**config.mk**
```make
export PLATFORM = sky130hd
export DESIGN_NAME = pi_error_frontend
export DESIGN_NICKNAME = d
export VERILOG_FILES = /design/src/rtl/pi_error_frontend.sv
export SDC_FILE = /design/constraint.sdc
export NUM_CORES = 1
export LEC_CHECK = 0
export BUFFER_PORTS_ARGS = -buffer_cell sky130_fd_sc_hd__buf_2
export CORE_MARGIN = 2
export CORE_UTILIZATION = 57
export DETAILED_ROUTE_END_ITERATION = 12
export HOLD_SLACK_MARGIN = 0.1
export PLACE_DENSITY = 0.87
export SYNTH_ARGS = -nofsm -noshare
export SYNTH_HDL_FRONTEND = slang
export SYNTH_SLANG_ARGS = --single-unit
```
**constraint.sdc**
```tcl
create_clock -name i_CLK -period 16 [get_ports i_CLK]
set_input_delay 0.8 -clock i_CLK [delete_from_list [all_inputs] [get_ports i_CLK]]
set_output_delay 0.8 -clock i_CLK [all_outputs]
set_load 0.05 [all_outputs]
```
**src/rtl/pi_error_frontend.sv**
```systemverilog
// pi_error_frontend: converts offset-binary ADC samples to a signed measurement,
// ramps the setpoint toward a loaded target at a bounded rate, and registers the
// saturated error (sp - meas) and anti-windup (u_sat - u) words for the PI block.
// A run of out-of-range errors trips a sticky FAULT that is cleared by disabling.
//
// Handshake: i_ADC_valid is a single-cycle strobe with no back-pressure. Each
// strobe that is processed in RAMP/TRACK without tripping produces exactly one
// o_valid pulse on the following cycle, together with new o_err/o_aw.
module pi_error_frontend #(
   parameter int N_ADC     = 14,
   parameter int OFFSET    = 8192,
   parameter int RAMP_STEP = 16,
   parameter int ERR_LIMIT = 1048576,
   parameter int FAULT_CNT = 4
) (
   input  logic                i_CLK,
   input  logic                i_RST,
   input  logic [N_ADC-1:0]    i_ADC,
   input  logic                i_ADC_valid,
   input  logic signed [31:0]  i_SP,
   input  logic                i_SP_load,
   input  logic                i_enable,
   input  logic signed [31:0]  i_u,
   input  logic signed [31:0]  i_u_sat,
   output logic signed [31:0]  o_err,
   output logic signed [31:0]  o_aw,
   output logic                o_valid,
   output logic signed [31:0]  o_sp,
   output logic [1:0]          o_state
);

   typedef enum logic [1:0] {
      S_IDLE  = 2'd0,
      S_RAMP  = 2'd1,
      S_TRACK = 2'd2,
      S_FAULT = 2'd3
   } state_t;

   localparam logic signed [32:0] L_STEP33 = 33'(RAMP_STEP);
   localparam logic signed [31:0] L_STEP32 = 32'(RAMP_STEP);
   localparam logic signed [32:0] L_LIM33  = 33'(ERR_LIMIT);
   localparam logic [3:0]         L_FCNT   = 4'(FAULT_CNT);

   state_t             r_state, w_state_nxt;
   logic signed [31:0] r_tgt, r_sp, r_err, r_aw;
   logic               r_valid;
   logic [3:0]         r_cnt;

   logic signed [31:0] w_sp_nxt, w_err_nxt, w_aw_nxt;
   logic               w_valid_nxt;
   logic [3:0]         w_cnt_nxt;

   logic signed [31:0] w_meas, w_tgt, w_sp_step;
   logic signed [32:0] w_diff, w_err33, w_aw33;
   logic               w_near, w_oor, w_trip;
   logic [3:0]         w_cnt_inc;

   // Clamp a 33-bit result into int32; overflow shows as bits 32 and 31 differing.
   function automatic logic signed [31:0] sat33(input logic signed [32:0] x);
      if (x[32] != x[31]) return x[32] ? 32'sh8000_0000 : 32'sh7FFF_FFFF;
      return x[31:0];
   endfunction

   // A load in the same cycle as a sample takes effect for that sample.
   assign w_tgt     = i_SP_load ? i_SP : r_tgt;
   assign w_meas    = $signed({{(32-N_ADC){1'b0}}, i_ADC}) - OFFSET;
   assign w_diff    = $signed({w_tgt[31], w_tgt}) - $signed({r_sp[31], r_sp});
   assign w_near    = (w_diff <= L_STEP33) && (w_diff >= -L_STEP33);
   // Stepping only happens when |diff| > step, so the result stays in int32.
   assign w_sp_step = w_near ? w_tgt : (w_diff[32] ? r_sp - L_STEP32 : r_sp + L_STEP32);
   assign w_err33   = $signed({w_sp_step[31], w_sp_step}) - $signed({w_meas[31], w_meas});
   assign w_aw33    = $signed({i_u_sat[31], i_u_sat}) - $signed({i_u[31], i_u});
   assign w_oor     = (w_err33 > L_LIM33) || (w_err33 < -L_LIM33);
   assign w_cnt_inc = r_cnt + 4'd1;
   assign w_trip    = w_oor && (w_cnt_inc == L_FCNT);

   // State register.
   always_ff @(posedge i_CLK or posedge i_RST) begin
      if (i_RST) r_state <= S_IDLE;
      else       r_state <= w_state_nxt;
   end

   // Next-state logic; disable always wins, a trip wins over reaching the target.
   always_comb begin
      w_state_nxt = r_state;
      case (r_state)
         S_IDLE:  if (i_enable) w_state_nxt = S_RAMP;
         S_RAMP: begin
            if (!i_enable)        w_state_nxt = S_IDLE;
            else if (i_ADC_valid) begin
               if (w_trip)        w_state_nxt = S_FAULT;
               else if (w_near)   w_state_nxt = S_TRACK;
            end
         end
         S_TRACK: begin
            if (!i_enable)        w_state_nxt = S_IDLE;
            else if (i_ADC_valid) begin
               if (w_trip)        w_state_nxt = S_FAULT;
               else if (!w_near)  w_state_nxt = S_RAMP;
            end
            else if (i_SP_load && (i_SP != r_sp)) w_state_nxt = S_RAMP;
         end
         S_FAULT: if (!i_enable) w_state_nxt = S_IDLE;
         default: w_state_nxt = S_IDLE;
      endcase
   end

   // Output/datapath next values for setpoint, error words, strobe and fault counter.
   always_comb begin
      w_sp_nxt    = r_sp;
      w_err_nxt   = r_err;
      w_aw_nxt    = r_aw;
      w_valid_nxt = 1'b0;
      w_cnt_nxt   = r_cnt;
      case (r_state)
         S_RAMP, S_TRACK: begin
            if (!i_enable) begin
               w_err_nxt = '0;
               w_aw_nxt  = '0;
               w_cnt_nxt = '0;
               if (i_ADC_valid) w_sp_nxt = w_meas;
            end
            else if (i_ADC_valid) begin
               w_sp_nxt = w_sp_step;
               if (w_trip) begin
                  w_err_nxt = '0;
                  w_aw_nxt  = '0;
                  w_cnt_nxt = w_cnt_inc;
               end
               else begin
                  w_err_nxt   = sat33(w_err33);
                  w_aw_nxt    = sat33(w_aw33);
                  w_valid_nxt = 1'b1;
                  w_cnt_nxt   = w_oor ? w_cnt_inc : 4'd0;
               end
            end
         end
         S_FAULT: begin
            w_err_nxt = '0;
            w_aw_nxt  = '0;
            if (!i_enable) w_cnt_nxt = '0;
         end
         default: begin
            // IDLE: bumpless tracking of the measurement.
            w_err_nxt = '0;
            w_aw_nxt  = '0;
            w_cnt_nxt = '0;
            if (i_ADC_valid) w_sp_nxt = w_meas;
         end
      endcase
   end

   // Datapath registers.
   always_ff @(posedge i_CLK or posedge i_RST) begin
      if (i_RST) begin
         r_tgt   <= '0;
         r_sp    <= '0;
         r_err   <= '0;
         r_aw    <= '0;
         r_valid <= 1'b0;
         r_cnt   <= '0;
      end
      else begin
         if (i_SP_load) r_tgt <= i_SP;
         r_sp    <= w_sp_nxt;
         r_err   <= w_err_nxt;
         r_aw    <= w_aw_nxt;
         r_valid <= w_valid_nxt;
         r_cnt   <= w_cnt_nxt;
      end
   end

   assign o_err   = r_err;
   assign o_aw    = r_aw;
   assign o_valid = r_valid;
   assign o_sp    = r_sp;
   assign o_state = r_state;

endmodule

```
# After elaboration in Yosys (flattened, before gate mapping)
# Cells that the tools add are included.
# word_totals
out_inout_bits	99
regBits	135
inputBits	115
word_cells	95
# op_classes
n_mux	53
bitwise_logic	1
reduce_logical	9
n_eq_ne	14
order_cmp	4
addsub	7
# op_table
cell	n
$mux W32	20
$sub A32 B32 Y33	2
$pmux W32 S2	1
$ge A33 B5 Y1 const B	1
$gt A33 B22 Y1 const B	1
$le A33 B6 Y1 const B	1
$lt A33 B21 Y1 const B	1
$sub A32 B15 Y33	1
$add A32 B6 Y32 const B	1
$ne A32 B32 Y1	1
$sub A32 B6 Y32 const B	1
$mux W2	11
$mux W4	5
$sub A14 B14 Y15 const B	1
$mux W1	14
$ne A4 B4 Y1 const B	2
$pmux W2 S4	1
$pmux W4 S2	1
$ne A3 B3 Y1 const B	2
$reduce_and A6 Y1	1
$ne A5 B5 Y1 const B	1
$add A4 B1 Y4 const B	1
$eq A2 B2 Y1 const B	2
$eq A4 B3 Y1 const B	1
other kinds (9)	14

# Longest topological paths before layout
# Gate-level depths: netlist of run 1.
# depth
ltp_word	18
ltp_mapped	42
depth_no_buf	37

# Least setup slack after synthesis of run 1
# Ideal clock, no wire load.
# synth_timing
kind	input to register
startpoint	in i_SP_load
endpoint	reg r_aw[10], in the netlist o_aw[10]
arrival_ns	9.684
path_stages	36
slack_ns	6.195
path_buffers	7
required_ns	15.878
setup_time_ns	0.122
cell_sequence	clkbuf_1 clkbuf_1 mux2_2 ha_1 clkbuf_1 a21o_1 a221oi_1 nand2_1 nor3_1 a21oi_1 a31oi_1 ha_1 or3_1 a21oi_1 a211oi_1 o311ai_1 a31oi_1 o41a_1 a41o_1 o31ai_1 nand2b_1 a21oi_1 xor2_1 mux2i_1 ha_1 clkbuf_1 a2111oi_0 o211ai_1 o22ai_1 xor2_2 o211ai_2 and3_1 buf_4 buf_6 buf_6 a32o_1
# synth_via
elab_chain_len	13
word_cells_on_any_way	16
cone_classes	2 x add/sub; 4 x order compare; 7 x mux; 3 x reduce/logical
# synth_rtl
item	line_no	rtl
from (decl)	21	input logic i_SP_load,
$mux W32 (*)	n/a	
named net w_tgt[25]	53	logic signed [31:0] w_meas, w_tgt, w_sp_step;
$sub A32 B32 Y33	67	assign w_diff = $signed({w_tgt[31], w_tgt}) - $signed({r_sp[31], r_sp});
$le A33 B6 Y1 / $ge A33 B5 Y1 (equally long branches)	68	assign w_near = (w_diff <= L_STEP33) && (w_diff >= -L_STEP33);
$logic_and A1 B1 Y1	68	
$mux W32 (*)	70	assign w_sp_step = w_near ? w_tgt : (w_diff[32] ? r_sp - L_STEP32 : r_sp + L_STEP32);
$sub A32 B15 Y33 (*)	71	assign w_err33 = $signed({w_sp_step[31], w_sp_step}) - $signed({w_meas[31], w_meas});
$gt A33 B22 Y1 / $lt A33 B21 Y1 (equally long branches)	73	assign w_oor = (w_err33 > L_LIM33) || (w_err33 < -L_LIM33);
$logic_or A1 B1 Y1 (*)	73	
$logic_and A1 B1 Y1 (*)	75	assign w_trip = w_oor && (w_cnt_inc == L_FCNT);
$mux W32 (*)	125	if (w_trip) begin
$mux W32 (*)	123	else if (i_ADC_valid) begin
$mux W32 (*)	117	if (!i_enable) begin
$mux W32 (*)	115	case (r_state)
to (signal assigned)	167	r_aw <= w_aw_nxt;
to (decl)	45	logic signed [31:0] r_tgt, r_sp, r_err, r_aw;
# Mark *: on every way through the listed nets, which the timed path passes. The rest lies on a longest branch. The select of a mux whose other input is x is not followed.
# A chain may end at the register's enable or synchronous reset.

# Worst setup path in the final report of run 1
# layout_timing
startpoint	in i_SP_load
endpoint	reg r_err[29], in the netlist o_err[29]
# layout_via
elab_chain_len	17
word_cells_on_any_way	25
cone_classes	2 x add/sub; 4 x order compare; 1 x eq/ne; 15 x mux; 3 x reduce/logical
# layout_rtl
item	line_no	rtl
$mux W32 (*)	n/a	
named net w_tgt[0]	53	
$sub A32 B32 Y33	67	
$le A33 B6 Y1 / $ge A33 B5 Y1 (equally long branches)	68	
$logic_and A1 B1 Y1	68	
$mux W32 (*)	70	
$sub A32 B15 Y33 (*)	71	
branches (longest 7 deep; another with $gt A33 B22 Y1)	n/a	
$mux W32 (*)	125	
$mux W32 (*)	123	
$mux W32 (*)	117	
$mux W32 (*)	115	
to (signal assigned)	166	r_err <= w_err_nxt;
to (decl)	45	
# Mark *: on every way through the listed nets, which the timed path passes. The select of a mux whose other input is x is not followed.

==> qor.yml, run 1 <==
status:
  run_status: "finished, final reports clean"
timing:
  timing_max_transition_violations_final: 0
  period_utilization_pct: 63.14
  final_period_minus_worst_setup_slack_ns: 10.10
  final.setup_skew_ns: 0.01291
  max_freq_mhz: 98.98
  report.final.setup_viol: 0
  finalHoldViolCount: 0
  grt_setup_unrepaired: "no"
  slew_headroom_pct: 21.33
  tightestPinTransition_ns: 1.176
  totalNegativeSetupSlack_ns: 0
yosys:
  synth.net_count: 1864
  synthDistinctLibCells: 88
  dominant_combinational_cell_family_by_area_after_synthesis: "compound AO/OA/AOI/OAI gates"
  post-synth-top-area-cell: "dfrtp_1"
  ys.warnings.count: 0
  post_synth_fa_ha_maj_area_fraction_pct: 12.94
  yosys.area_share.simple_pct: 16.78
  main_flop_type_after_synthesis: "dfrtp_1"
  number_of_enable_type_register_cells_in_the_synthesized_netlist: 0
  synth_area_per_cell_um2: 8.391
  netlist_instances: 1613
  async_reset_ff_share_pct: 100.0
  muxShareOfSynthArea_pct: 4.548
  syn_area_um2: 13530
  synth-compound-area-share_pct: 27.34
  synth_top_area_share_pct: 24.96
  synth-xor-area-share_pct: 8.274
  top_cells_by_area_synth: "dfrtp_1 (25%), ha_1 (12%), xor2_1 (5.0%)"
  yosys_register_bits: 135
  seq_area_frac_synth_pct: 24.96
finish:
  nets: 2037
  syn_to_final_growth_pct: 13.82
  drive_gt1_share_pct: 19.29
  layout_common_cells: "buf_2 (213), nand2_1 (156), dfrtp_1 (135)"
  filler_cell_count: 1900
  fin_cells: 2119
  commonest_non_fill_non_tap_cell_in_the_layout: "buf_2"
  multi_input_area_um2: 9483
  area.sequential_um2: 3378
routing:
  postRouteAntennaNets: 0
  route.detailed.wl_per_inst_um: 19.13
  drtIter0Drc: 1400
  drtPass1Iterations: 6
  post-route-drc-count: 0
  routed_via_density: 6.388
  num_vias: 13540
  routed_wirelength_um: 40540
cts:
  hold_buffers: 0
  clock_tree.buffer_depth: 2
  tritoncts: "done"
  post_cts.resized_instances: 0
  cts.sinks: 135
  clock_latency_ns: 0.44
  cts.root.buffer_cell: "clkbuf_16"
  numCtsBuffers: 17
  cts_max_level: 4
  path_clk_slew_ns: 0.06
  post-cts-setup-buffers: 0
worst_hold_path:
  hold_path_class: "in -> async"
floorplanning:
  initial_utilization_pct: 57.83
  chipWidth_um: 158.1
  die_area_um2: 24990
  std_cell_rows: 56
  die_height_um: 158.1
  design.portCount: 214
  coreArea_um2: 23400
worst_setup_path:
  worstRegToRegCells: 37
  critical_path.n_buffers_inverters: 4
  reg2reg_to: "o_err[29]$_DFFE_PP0N_"
  data_required_time_at_the_worst_endpoint_ns: 16.35
  timing.critical_path.slowest_stage_cell: "buf_2"
  critical_path_class: "in -> reg"
  regToRegStartpoint: "r_tgt[0]$_DFF_PP0_"
  max_stage_delay_ns: 0.57
  critical_path.top_delay_family: "compound AO/OA/AOI/OAI gates"
  timing.critical_path.to_type: "flip-flop"
  worst-path-max-fanout: 50
  reg2reg_setup_slack_ns: 6.67
  worst-endpoint-arrival_ns: 10.46
  timing.critical_path.from_type: "input pin"
placement:
  dp_hpwl_um: 31810
  globalplace.congestion: 1.009
  quantity_of_i_o_buffers_inserted_on_ports: 213
  dp_cells: 2086
grt:
  antenna_found_initial: 1
  grt_first_pass_wirelength_um: 63620
  first_global_vias: 12650
  grt_overflow_total: 0
  grt.total_usage_pct: 32.06
  largest_net_degree_at_the_start_of_global_routing: 76
job:
  max_cap_violation_count: 0
-- synth_stat cells, types with 5 or more instances --
cell type,count
a211o_1,6
nor3b_1,5
a21boi_0,11
a32o_1,44
nor4_1,16
o211ai_1,5
and2_1,9
clkbuf_1,44
xnor2_1,49
a221o_1,16
nor3_1,24
a31oi_1,18
a211oi_1,13
o221a_2,17
nand3_1,31
o21ai_1,30
a21oi_1,118
mux2_2,44
o31ai_1,15
buf_2,18
nand2_1,156
o21a_1,33
nand3b_1,10
o21bai_1,12
or2_2,8
nand4b_1,6
mux2i_1,12
nor2_1,94
nand2b_1,28
inv_1,107
nor2b_1,14
a221oi_1,5
o21ai_0,73
xor2_1,77
a31o_2,5
a21o_1,40
dfrtp_1,135
ha_1,132
and3_1,13
or3_1,8
nand4_1,28
-- how the worst max path moves through the flow --
| stage | depth (start not counted) | endpoint | slack (ns) | start |
|---|---|---|---|---|
| floorplan | 36 | o_aw[10]$_DFFE_PP0N_ | 6.19 | i_SP_load |
| global placement | 36 | o_err[18]$_DFFE_PP0N_ | 6.06 | i_SP_load |
| detailed placement | 36 | o_err[29]$_DFFE_PP0N_ | 5.75 | i_SP_load |
| CTS | 38 | o_err[3]$_DFFE_PP0N_ | 6.13 | i_SP_load |
| global route | 38 | o_err[23]$_DFFE_PP0N_ | 5.19 | i_SP_load |
| finish | 38 | o_err[29]$_DFFE_PP0N_ | 5.90 | i_SP_load |
-- routing by layer --
layer | wire length, um | track usage [%] | up-vias
met1 | 16890 | 42.34 | 6394
met4 | 1813 | 15.14 | 0
li1 | - | - | 6309
met3 | 3356 | 5.201 | 134
met5 | 0 | 0 | -
met2 | 18490 | 51.47 | 699
-- flip-flops by register name (all words and copies together) (netlist names) --
register and count:
o_aw 32, o_err 32, o_sp 32, r_tgt 32, r_cnt 4, o_state 2, o_valid 1
-- logic make-up after synthesis --
kind of cell / Yosys count
adder cells (fa/ha/maj): 138
AO/OA/AOI/OAI: 520
buffers and inverters: 174
AND/OR/NAND/NOR: 463
multiplexers: 56
flip-flops: 135
XOR/XNOR: 127
-- area by class of cell --
type	count	share of cell area, %
clock buffer	22	3.208
timing repair buffer	220	7.261
sequential	135	21.93
multi-input combinational	1304	61.56
inverter	108	2.664
tap	319	2.591
clock inverter	10	0.7716
antenna	1	0.01624
-- stage by stage --
stage / util [%] / cell area (um^2) / setup slack [ns] / hold WS [ns]
6_report: 65.83 / 15400 / 5.897 / 0.4262
5_1_grt: 65.83 / 15400 / 5.191 / 0.4977
4_1_cts: 65.81 / 15400 / 6.132 / 0.4544
3_5_place_dp: 63.20 / 14790 / 5.752 / 0.4769
3_3_place_gp: 63.20 / 14790 / 6.064 / 0.4681
2_1_floorplan: - / 13530 / 6.195 / 0.4667
Power of run 1 is not shown: default switching activity piles up to over one toggle a cycle in this logic, so the estimate is an artifact.
==> run 2: changes to the inputs <==
--- a/config.mk
+++ b/config.mk
@@ -5,12 +5,13 @@
 export SDC_FILE = /design/constraint.sdc
 export NUM_CORES = 1
 export LEC_CHECK = 0
+export ABC_AREA = 1
 export BUFFER_PORTS_ARGS = -buffer_cell sky130_fd_sc_hd__buf_2
 export CORE_MARGIN = 2
 export CORE_UTILIZATION = 57
 export DETAILED_ROUTE_END_ITERATION = 12
 export HOLD_SLACK_MARGIN = 0.1
-export PLACE_DENSITY = 0.87
+export PLACE_DENSITY = 0.86
 export SYNTH_ARGS = -nofsm -noshare
 export SYNTH_HDL_FRONTEND = slang
 export SYNTH_SLANG_ARGS = --single-unit
==> constraint.sdc (replaced) <==
create_clock -name i_CLK -period 9.3 [get_ports i_CLK]
set_input_delay 0.465 -clock i_CLK [delete_from_list [all_inputs] [get_ports i_CLK]]
set_output_delay 0.465 -clock i_CLK [all_outputs]
set_load 0.05 [all_outputs]
==> run 2 against run 1 <==
Compared with the run above: area after synthesis is 17% higher; worst setup slack worse by 4.9 ns; non-clock buffer count is 9 higher; critical endpoint is now o_aw[15]$_DFFE_PP0N_; global-route usage is 6.8 points higher; die area is 16% higher; critical path type is now reg -> reg; via count is 34% higher; wire length is 40% higher; final cell count is 54% higher; register-to-register slack worse by 5.7 ns.
==> qor.yml, run 2 <==
status:
  run_status: "finished, final reports clean"
finish:
  drive_gt1_share_pct: 11.22
  area.sequential_um2: 3378
  nets: 3118
  filler_cell_count: 2567
  syn_to_final_growth_pct: 12.74
  multi_input_area_um2: 10640
  fin_cells: 3254
  commonest_non_fill_non_tap_cell_in_the_layout: "nand2_1"
  layout_common_cells: "nand2_1 (1032), inv_1 (403), buf_2 (213)"
  design_area_um2: 17820
worst_setup_path:
  worst-endpoint-arrival_ns: 8.66
  reg2reg_to: "o_aw[15]$_DFFE_PP0N_"
  data_required_time_at_the_worst_endpoint_ns: 9.66
  timing.critical_path.from_type: "flip-flop"
  critical_path_depth: 39
  critical_path_class: "reg -> reg"
  timing.critical_path.mode_cell: "nand2_1"
  reg2reg_setup_slack_ns: 1.0
  critical_path.n_buffers_inverters: 3
  timing.critical_path.slowest_stage_cell: "dfrtp_1"
  worst-path-max-fanout: 31
  regToRegStartpoint: "o_sp[4]$_DFFE_PP0P_"
  worst_setup_path_startpoint: "o_sp[4]$_DFFE_PP0P_"
  timing.critical_path.to_type: "flip-flop"
  worstRegToRegCells: 39
  max_stage_delay_ns: 0.57
  critical_path.top_delay_family: "simple AND/OR/NAND/NOR gates"
  cp-endpoint: "o_aw[15]$_DFFE_PP0N_"
floorplanning:
  die_area_um2: 29070
  std_cell_rows: 60
  design.portCount: 214
  coreArea_um2: 27100
  chipWidth_um: 170.5
  die_height_um: 170.5
  initial_utilization_pct: 58.31
placement:
  globalplace.congestion: 1.052
  dp_slack_ns: 0.8998
  dp_hpwl_um: 46240
  dp_cells: 3220
  quantity_of_i_o_buffers_inserted_on_ports: 213
  placedInstanceArea_um2: 17210
routing:
  routed_wirelength_um: 56850
  postRouteAntennaNets: 0
  drtIter0Drc: 1945
  num_vias: 18170
  drtPass1Iterations: 6
  routed_via_density: 5.583
  route.detailed.wl_per_inst_um: 17.47
  post-route-drc-count: 0
yosys:
  muxShareOfSynthArea_pct: 0
  synth-compound-area-share_pct: 12.48
  ys.warnings.count: 0
  number_of_enable_type_register_cells_in_the_synthesized_netlist: 0
  syn_area_um2: 15800
  seq_area_frac_synth_pct: 21.38
  post-synth-top-area-cell: "nand2_1"
  synthMostInstantiatedCell: "nand2_1"
  synth_area_per_cell_um2: 5.914
  netlist_instances: 2672
  main_flop_type_after_synthesis: "dfrtp_1"
  top_cells_by_area_synth: "nand2_1 (25%), dfrtp_1 (21%), ha_1 (10%)"
  synthDistinctLibCells: 48
  synth-xor-area-share_pct: 4.988
  async_reset_ff_share_pct: 100.0
  yosys.area_share.simple_pct: 38.78
  post_synth_fa_ha_maj_area_fraction_pct: 10.96
  yosys_register_bits: 135
  post_synth_most_frequent_cells: "nand2_1 (1032), inv_1 (404), nor2_1 (210), a21oi_1 (153), nand3_1 (140)"
  synth_top_area_share_pct: 24.51
  synth.net_count: 2923
  dominant_combinational_cell_family_by_area_after_synthesis: "simple AND/OR/NAND/NOR gates"
cts:
  clock_tree.buffer_depth: 2
  tritoncts: "done"
  cts_max_level: 4
  clock_latency_ns: 0.45
  hold_buffers: 0
  cts.root.buffer_cell: "clkbuf_16"
  numCtsBuffers: 17
  path_clk_slew_ns: 0.08
  post_cts.resized_instances: 0
  cts.sinks: 135
  post-cts-setup-buffers: 0
grt:
  antenna_found_initial: 2
  grt.total_usage_pct: 38.87
  grt_overflow_total: 0
  first_global_vias: 16800
  grt_first_pass_wirelength_um: 88310
  largest_net_degree_at_the_start_of_global_routing: 84
timing:
  finalWorstSetupSlack_ns: 0.9953
  report.final.setup_viol: 0
  finalHoldViolCount: 0
  slew_headroom_pct: 38.05
  grt_setup_unrepaired: "no"
  final_period_minus_worst_setup_slack_ns: 8.305
  totalNegativeSetupSlack_ns: 0
  final.setup_skew_ns: 0.01541
  max_freq_mhz: 120.4
  timing_max_transition_violations_final: 0
  tightestPinTransition_ns: 0.9293
  period_utilization_pct: 89.30
job:
  max_cap_violation_count: 0
worst_hold_path:
  hold_path_class: "in -> async"
==> run 2: metal layers <==
layer / GRT usage [%] / wire length (um)
met4: 17.69 / 2776
met5: 0 / 13
met3: 6.778 / 5202
met2: 63.97 / 25840
met1: 49.85 / 23010
==> run 2: worst min path at each step <==
stage | startpoint | endpoint | slack, ns | depth (start not counted)
final | i_RST | o_err[7]$_DFFE_PP0N_ | 0.18 | 2
after CTS | i_RST | o_err[6]$_DFFE_PP0N_ | 0.21 | 2
after global placement | o_err[21]$_DFFE_PP0N_ | o_err[21]$_DFFE_PP0N_ | 0.46 | 2
after detailed placement | o_aw[24]$_DFFE_PP0N_ | o_aw[24]$_DFFE_PP0N_ | 0.47 | 2
after floorplan | r_tgt[10]$_DFF_PP0_ | r_tgt[10]$_DFF_PP0_ | 0.46 | 2
after global routing | i_RST | o_err[8]$_DFFE_PP0N_ | 0.25 | 2
==> run 2: layout make-up <==
cell class | instances | area share (%)
diodes | 2 | 0.02809
repair buffers | 229 | 6.658
well taps | 372 | 2.613
inverters | 409 | 8.645
flip-flops and latches | 135 | 18.96
clock inverters | 15 | 1.011
multi-input cells | 2075 | 59.70
clock buffers | 17 | 2.388
==> run 2: logic make-up (layout without fill, tap and decap cells) <==
family	after synthesis	count (layout)
buffers and inverters	462	670
and+or+nand+nor	1497	1497
adders and majority gates	136	136
other	0	2
xor gates and xnor gates	90	90
DFF	135	135
AOI/OAI and AO/OA	352	352
==> run 2: through the flow <==
step	hold slack (ns)	utilization, %
6_report	0.1773	65.74
5_1_grt	0.2464	65.73
4_1_cts	0.2059	65.72
3_5_place_dp	0.4652	63.49
3_3_place_gp	0.4618	63.49
2_1_floorplan	0.4616	-
==> run 2: worst reg2reg max path, delay by kind of cell (launching register included) <==
family | cells | cell delay (ns)
AND/OR/NAND/NOR | 29 | 4.58
flip-flops | 1 | 0.57
buffers and inverters | 3 | 0.75
adder cells (fa/ha/maj) | 3 | 1.26
AO/OA/AOI/OAI | 3 | 0.79
XOR/XNOR | 1 | 0.31
Power of run 2 is left out for the same reason.
